[config.mk]
export PLATFORM = sky130hd
export DESIGN_NAME = debug_dump_unit
export DESIGN_NICKNAME = d
export VERILOG_FILES = /design/src/rtl/riscv_dbg_pkg.sv /design/src/rtl/halt_detector.sv /design/src/rtl/debug_dump_unit.sv
export SDC_FILE = /design/constraint.sdc
export NUM_CORES = 1
export LEC_CHECK = 0
export BUFFER_PORTS_ARGS = -buffer_cell sky130_fd_sc_hd__buf_2
export CAP_MARGIN = 40
export CORE_ASPECT_RATIO = 1.1
export CORE_MARGIN = 3
export CORE_UTILIZATION = 52
export CTS_CLUSTER_SIZE = 12
export DETAILED_ROUTE_END_ITERATION = 10
export GPL_ROUTABILITY_DRIVEN = 0
export PLACE_DENSITY = 0.86
export SYNTH_ARGS = -nofsm -noshare
export SYNTH_HDL_FRONTEND = slang
export SYNTH_HIERARCHICAL = 1
export SYNTH_SLANG_ARGS = --single-unit
[constraint.sdc]
create_clock -name clk -period 4.3 [get_ports clk]
set_clock_uncertainty 0.2 [all_clocks]
set_input_delay 0.215 -clock clk [delete_from_list [all_inputs] [get_ports clk]]
set_output_delay 0.215 -clock clk [all_outputs]
set_load 0.05 [all_outputs]
[src/rtl/riscv_dbg_pkg.sv]
// Shared debug definitions: beat kind encodings, dump FSM states and the
// default datapath width also used by data_path.
package riscv_dbg_pkg;

  localparam int DEFAULT_XLEN = 32;

  typedef enum logic [1:0] {
    KIND_REG = 2'd0,
    KIND_MEM = 2'd1,
    KIND_CYC = 2'd2
  } beat_kind_e;

  typedef enum logic [1:0] {
    ST_IDLE = 2'd0,
    ST_REGS = 2'd1,
    ST_MEM  = 2'd2,
    ST_CYC  = 2'd3
  } dump_state_e;

endpackage

[src/rtl/halt_detector.sv]
// Declares halt when the PC stays put for HALT_CYCLES cycles and counts the
// cycles the core ran before that.
module halt_detector
  import riscv_dbg_pkg::*;
#(
  parameter int XLEN        = DEFAULT_XLEN,
  parameter int HALT_CYCLES = 4
) (
  input  logic            clk,
  input  logic            rst,
  input  logic            run_i,
  input  logic [XLEN-1:0] pc_i,
  output logic            halted_o,
  output logic [XLEN-1:0] cycle_count_o
);

  localparam int SW = $clog2(HALT_CYCLES);
  localparam logic [SW-1:0] SAME_MAX = SW'(HALT_CYCLES - 1);

  logic [XLEN-1:0] pc_prev_q;
  logic [XLEN-1:0] count_q, count_d;
  logic [SW-1:0]   same_q, same_d;
  logic            halted_q, halted_d;

  // NOTE: every variable gets a default at the top of always_comb so no path
  // can leave it unassigned and infer a latch.
  always_comb begin
    same_d   = '0;
    halted_d = 1'b0;
    count_d  = count_q;
    if (run_i) begin
      if (pc_i == pc_prev_q) begin
        same_d = (same_q == SAME_MAX) ? same_q : same_q + SW'(1);
      end
      halted_d = halted_q || (same_d == SAME_MAX);
      // Counting stops once halted and pins at all-ones instead of wrapping.
      if (!halted_q && (count_q != '1)) begin
        count_d = count_q + XLEN'(1);
      end
    end
  end

  // NOTE: state registers use non-blocking assignments only, so every flop
  // samples the pre-edge values regardless of statement order.
  always_ff @(posedge clk or negedge rst) begin
    if (!rst) begin
      pc_prev_q <= '0;
      same_q    <= '0;
      halted_q  <= 1'b0;
      count_q   <= '0;
    end else begin
      pc_prev_q <= pc_i;
      same_q    <= same_d;
      halted_q  <= halted_d;
      count_q   <= count_d;
    end
  end

  assign halted_o      = halted_q;
  assign cycle_count_o = count_q;

endmodule

[src/rtl/debug_dump_unit.sv]
// Streams the register file, a RAM window and the run-cycle count over a
// valid/ready link when the core halts or a dump is requested.
module debug_dump_unit
  import riscv_dbg_pkg::*;
#(
  parameter int XLEN        = DEFAULT_XLEN,
  parameter int NUM_REGS    = 32,
  parameter int RF_AW       = 5,
  parameter int DM_AW       = 8,
  parameter int HALT_CYCLES = 4,
  parameter int AUTO_DUMP   = 1
) (
  input  logic             clk,
  input  logic             rst,
  input  logic             run_i,
  input  logic [XLEN-1:0]  pc_i,
  input  logic             dump_req_i,
  input  logic [DM_AW-1:0] mem_base_i,
  input  logic [DM_AW-1:0] mem_len_i,
  output logic [RF_AW-1:0] rf_raddr_o,
  input  logic [XLEN-1:0]  rf_rdata_i,
  output logic [DM_AW-1:0] dm_raddr_o,
  input  logic [XLEN-1:0]  dm_rdata_i,
  output logic             out_valid_o,
  input  logic             out_ready_i,
  output logic [1:0]       out_kind_o,
  output logic [DM_AW-1:0] out_addr_o,
  output logic [XLEN-1:0]  out_data_o,
  output logic             out_last_o,
  output logic             busy_o,
  output logic             halted_o,
  output logic [XLEN-1:0]  cycle_count_o
);

  localparam int IDX_W = (RF_AW > DM_AW) ? RF_AW : DM_AW;
  localparam logic [DM_AW-1:0] DM_ONE = DM_AW'(1);

  dump_state_e      state_q, state_d;
  logic [IDX_W-1:0] idx_q, idx_d;
  logic [DM_AW-1:0] base_q, base_d;
  logic [DM_AW-1:0] len_q, len_d;
  logic             halted_prev_q;

  logic             valid_q, valid_d;
  beat_kind_e       kind_q, kind_d;
  logic [DM_AW-1:0] addr_q, addr_d;
  logic [XLEN-1:0]  data_q, data_d;
  logic             last_q, last_d;

  logic             load;
  logic             trigger;
  logic [DM_AW-1:0] mem_addr;

  halt_detector #(
    .XLEN        (XLEN),
    .HALT_CYCLES (HALT_CYCLES)
  ) u_halt (
    .clk           (clk),
    .rst           (rst),
    .run_i         (run_i),
    .pc_i          (pc_i),
    .halted_o      (halted_o),
    .cycle_count_o (cycle_count_o)
  );

  // A request and a halt edge in the same cycle collapse into one trigger.
  assign trigger  = dump_req_i || ((AUTO_DUMP != 0) && halted_o && !halted_prev_q);
  assign load     = !valid_q || out_ready_i;
  assign mem_addr = base_q + idx_q[DM_AW-1:0];

  always_comb begin
    state_d = state_q;
    idx_d   = idx_q;
    base_d  = base_q;
    len_d   = len_q;
    valid_d = valid_q;
    kind_d  = kind_q;
    addr_d  = addr_q;
    data_d  = data_q;
    last_d  = last_q;

    case (state_q)
      ST_IDLE: begin
        if (trigger) begin
          state_d = ST_REGS;
          idx_d   = '0;
          base_d  = mem_base_i;
          len_d   = mem_len_i;
        end
      end

      ST_REGS: begin
        if (load) begin
          valid_d = 1'b1;
          kind_d  = KIND_REG;
          addr_d  = DM_AW'(idx_q);
          data_d  = rf_rdata_i;
          last_d  = 1'b0;
          if (idx_q == IDX_W'(NUM_REGS - 1)) begin
            idx_d   = '0;
            state_d = (len_q != '0) ? ST_MEM : ST_CYC;
          end else begin
            idx_d = idx_q + IDX_W'(1);
          end
        end
      end

      ST_MEM: begin
        if (load) begin
          valid_d = 1'b1;
          kind_d  = KIND_MEM;
          addr_d  = mem_addr;
          data_d  = dm_rdata_i;
          last_d  = 1'b0;
          if (idx_q[DM_AW-1:0] == (len_q - DM_ONE)) begin
            idx_d   = '0;
            state_d = ST_CYC;
          end else begin
            idx_d = idx_q + IDX_W'(1);
          end
        end
      end

      ST_CYC: begin
        // out_last marks that the count beat is already sitting in the
        // output register; from then on only its acceptance matters.
        if (last_q) begin
          if (valid_q && out_ready_i) begin
            valid_d = 1'b0;
            last_d  = 1'b0;
            state_d = ST_IDLE;
          end
        end else if (load) begin
          valid_d = 1'b1;
          kind_d  = KIND_CYC;
          addr_d  = '0;
          data_d  = cycle_count_o;
          last_d  = 1'b1;
        end
      end

      default: state_d = ST_IDLE;
    endcase
  end

  always_ff @(posedge clk or negedge rst) begin
    if (!rst) begin
      state_q       <= ST_IDLE;
      idx_q         <= '0;
      base_q        <= '0;
      len_q         <= '0;
      halted_prev_q <= 1'b0;
      valid_q       <= 1'b0;
      kind_q        <= KIND_REG;
      addr_q        <= '0;
      data_q        <= '0;
      last_q        <= 1'b0;
    end else begin
      state_q       <= state_d;
      idx_q         <= idx_d;
      base_q        <= base_d;
      len_q         <= len_d;
      halted_prev_q <= halted_o;
      valid_q       <= valid_d;
      kind_q        <= kind_d;
      addr_q        <= addr_d;
      data_q        <= data_d;
      last_q        <= last_d;
    end
  end

  assign rf_raddr_o  = idx_q[RF_AW-1:0];
  assign dm_raddr_o  = mem_addr;
  assign out_valid_o = valid_q;
  assign out_kind_o  = kind_q;
  assign out_addr_o  = addr_q;
  assign out_data_o  = data_q;
  assign out_last_o  = last_q;
  assign busy_o      = (state_q != ST_IDLE);

endmodule

==> impl_metrics.csv <==
group,metric,value,unit
cts,cts_htree_levels,4,
cts,clkLatencyLatePin,0.42,ns
route,ant_nets,0,
floorplan,initial_core_util,0.535,
grt,track_usage,0.312,
synth,ys_types,64,
timing,tns,0,ns
cts,cts_made_buffers,17,
timing,fin_crit_sh,0.732,
synth,synth_common_cells,"138 x dfrtp_1, 62 x nand2_1, 58 x xnor2_1",
setup_path,cp_slowest_stage_delay,0.49,ns
timing,finalHoldViolations,0,
job,drv_cap,0,
floorplan,num_rows,43,
pwr,p_leak,0.00462,uW
setup_path,critPathLaunchType,"flop",
route,drc,0,
synth,synth_area_leader_cell,"dfrtp_1",
cells_and_area,n_fill_cell,777,
synth,synth-edff-count,0,
cts,cts_tree,"yes",
pwr,powerDensity,704,mW/mm^2
timing,tightest_slew,0.620,ns
min_path,hold_start,"dm_rdata_i[13]",
placement,hpwl,13300,um
placement,portBuffers,207,
floorplan,fp.coreArea,0.0127,mm^2
setup_path,crit_type,"flop to primary output",
synth,async_flop_share,1.00,
route,drtIter0Drc,434,
synth,seq_area_frac_synth,0.508,
min_path,min_path_cells,4,
synth,ys_warn_count,6,
cells_and_area,drive_gt1_frac,0.302,
route,first_pass_iters,4,
cells_and_area,syn_to_final_growth,42.7,%
synth,synthCells,638,
cts,numClockSinks,138,
timing,slew_headroom,0.583,
setup_path,cp_max_fo,8,
setup_path,critical_path.startpoint,"idx_q[1]",
route,drt-total-wl,22300,um
setup_path,timing.rr.end,"out_data_o[1]",
pwr,peakVddDrop,393,uV
timing,max_freq,318,MHz
setup_path,cp.arrival,2.73,ns
cts,clk_path_buf_depth,2,
cts,cts-root-buf,"clkbuf_16",
synth,synth_top_cell_area_share,0.508,
setup_path,endpoint_kind,"primary output",
min_path,hold_path_class,"input pin to flop",
grt,grt_overflow,0,
synth,syn_nets,771,
min_path,min_to,"out_data_o[13]",
synth,synthTopCellsByArea,"dfrtp_1 51%, xnor2_1 7.5%, a22o_1 4.5%",
timing,slew_viol_final,0,
setup_path,regToRegStartpoint,"state_q[0]",
cts,clk_pin_slew_worst_paths,0.06,ns
pwr,total_power,6820,uW
grt,grt_max_degree,85,
synth,synth.most_common_cell,"dfrtp_1",
timing,fin_crit,3.15,ns
synth,ys_seq_elements,138,
cells_and_area,final_core_util,0.763,
timing,finalSetupViolCount,0,
grt,antenna_found_initial,0,
route,wire_per_inst,20.0,um
synth,synthFlopType,"dfrtp_1",
cts,cts_resized,0,
floorplan,fp.dieH,126,um
floorplan,fp.dieW,115,um
setup_path,r2r_cells,8,
synth,syn_avg_cell_area,10.6,um^2
cells_and_area,num-nets-final,1074,
setup_path,cp_cell_sequence,"ha_1, a21o_1, a21oi_1, o21bai_1, a2111oi_0, or3_1, xnor2_1, buf_2",
route,vias,6408,
synth,netlist_area,0.00679,mm^2
floorplan,ios,208,
route,routed_via_density,5.76,
outcome,status,"complete, no violations",
grt,grt_pass1_vias,6745,
setup_path,r2r_slack,1.25,ns
setup_path,required,3.88,ns
timing,rsz0062_at_grt,"false",
floorplan,dieArea,0.0145,mm^2
grt,grt_pass1_wl,35100,um
setup_path,slowest_stage,"dfrtp_1",
-- per-stage QoR --
| step | setup WS, ns | std cells | cell area [um^2] | hold slack, ns |
|---|---|---|---|---|
| final | 1.15 | 1112 | 9690 | 0.00307 |
| after global routing | 0.942 | 1111 | 9690 | 0.0191 |
| after CTS | 1.13 | 1111 | 9690 | 0.00776 |
| after detailed placement | 1.52 | 975 | 8000 | -0.108 |
| after global placement | 1.61 | 970 | 7900 | 0.150 |
| after floorplan | 1.34 | 638 | 6790 | -0.281 |
-- metal layers --
metal / track usage / part of all wire / vias up
li1: - / - / 2885
met1: 0.360 / 0.37 / 3097
met2: 0.526 / 0.51 / 333
met3: 0.0827 / 0.067 / 93
met4: 0.166 / 0.051 / 0
met5: 0 / 0 / -
-- kinds of logic (layout without fill, tap and decap cells) --
kind of cell    after synthesis  in the layout  share of synthesized area
buf+inv                      54            370                     0.0354
fa+ha+maj                    16             16                     0.0306
other cells                   0              1                          0
mux                          18             18                     0.0298
xor+xnor                     79             79                      0.102
flops                       138            138                      0.508
simple gates                172            172                      0.134
compound gates              161            161                      0.160
-- sequential cells by signal, summed over array words and instances, names as in the netlist --
register and count:
out_data_o 32, u_halt/cycle_count_o 32, u_halt/pc_prev_q 32, base_q 8, idx_q 8, len_q 8
out_addr_o 8, out_kind_o 2, state_q 2, u_halt/same_q 2, halted_prev_q 1, out_last_o 1
out_valid_o 1, u_halt/halted_o 1
-- where the power goes --
group	internal, uW	switching, uW	leakage, uW
sequential	1630	287	0.00171
combinational	1120	2200	0.00259
clock	1030	561	0.000311
total	3780	3050	0.00462
-- cell usage in the layout (no fill, tap or decap), types with 4 or more instances in the layout --
cell type,synthesis,routed
nor2_1,22,21
o21ai_0,48,48
nand2_1,62,61
nand3_1,14,14
buf_2,3,206
dfrtp_1,138,138
nor3b_1,4,4
a22oi_1,7,7
o21ai_1,5,4
clkbuf_8,0,4
and4_1,4,4
xnor2_1,58,58
inv_1,17,17
a21o_1,5,5
nor4_1,7,7
clkbuf_16,0,17
mux2_2,18,18
and3_1,6,6
nor3_1,13,13
bufinv_16,0,4
a21oi_1,38,38
ha_1,15,14
nand4_1,15,15
or3_1,4,4
xor2_1,21,21
buf_4,7,5
dlygate4sd3_1,0,104
a22o_1,35,35
-- worst max path at each step --
stage                               end  slack (ns)  cells past startpoint
after floorplan           out_addr_o[7]        1.34                      8
after global placement    dm_raddr_o[7]        1.61                      8
after detailed placement     state_q[0]        1.52                      7
after CTS                 dm_raddr_o[7]        1.13                      8
after global routing      dm_raddr_o[7]        0.94                      8
final                     dm_raddr_o[7]        1.15                      8
-- final cells by class --
type	instances	area, um^2	share of cell area
Antenna cell	1	2.50	0.000258
Multi-Input combinational cell	446	3110	0.321
Inverter	18	67.6	0.00697
Clock buffer	21	480	0.0496
Timing Repair Buffer	320	2210	0.228
Tap cell	157	196	0.0203
Sequential cell	138	3450	0.356
Clock inverter	11	166	0.0172
-- critical path, delay by kind of cell (launching register included) --
kind	cells	cell delay, ns
AO/OA/AOI/OAI	4	0.87
flip-flops	1	0.49
adder cells (fa/ha/maj)	1	0.33
buffers and inverters	1	0.30
AND/OR/NAND/NOR	1	0.19
XOR/XNOR	1	0.14
-- repair_timing --
item | in CTS | in global routing
setup buffers | 0 | 0
endpoints found under the hold margin | 187 | 0
hold buffers | 104 | 0
Note: power is estimated with default switching activity, not from simulation.
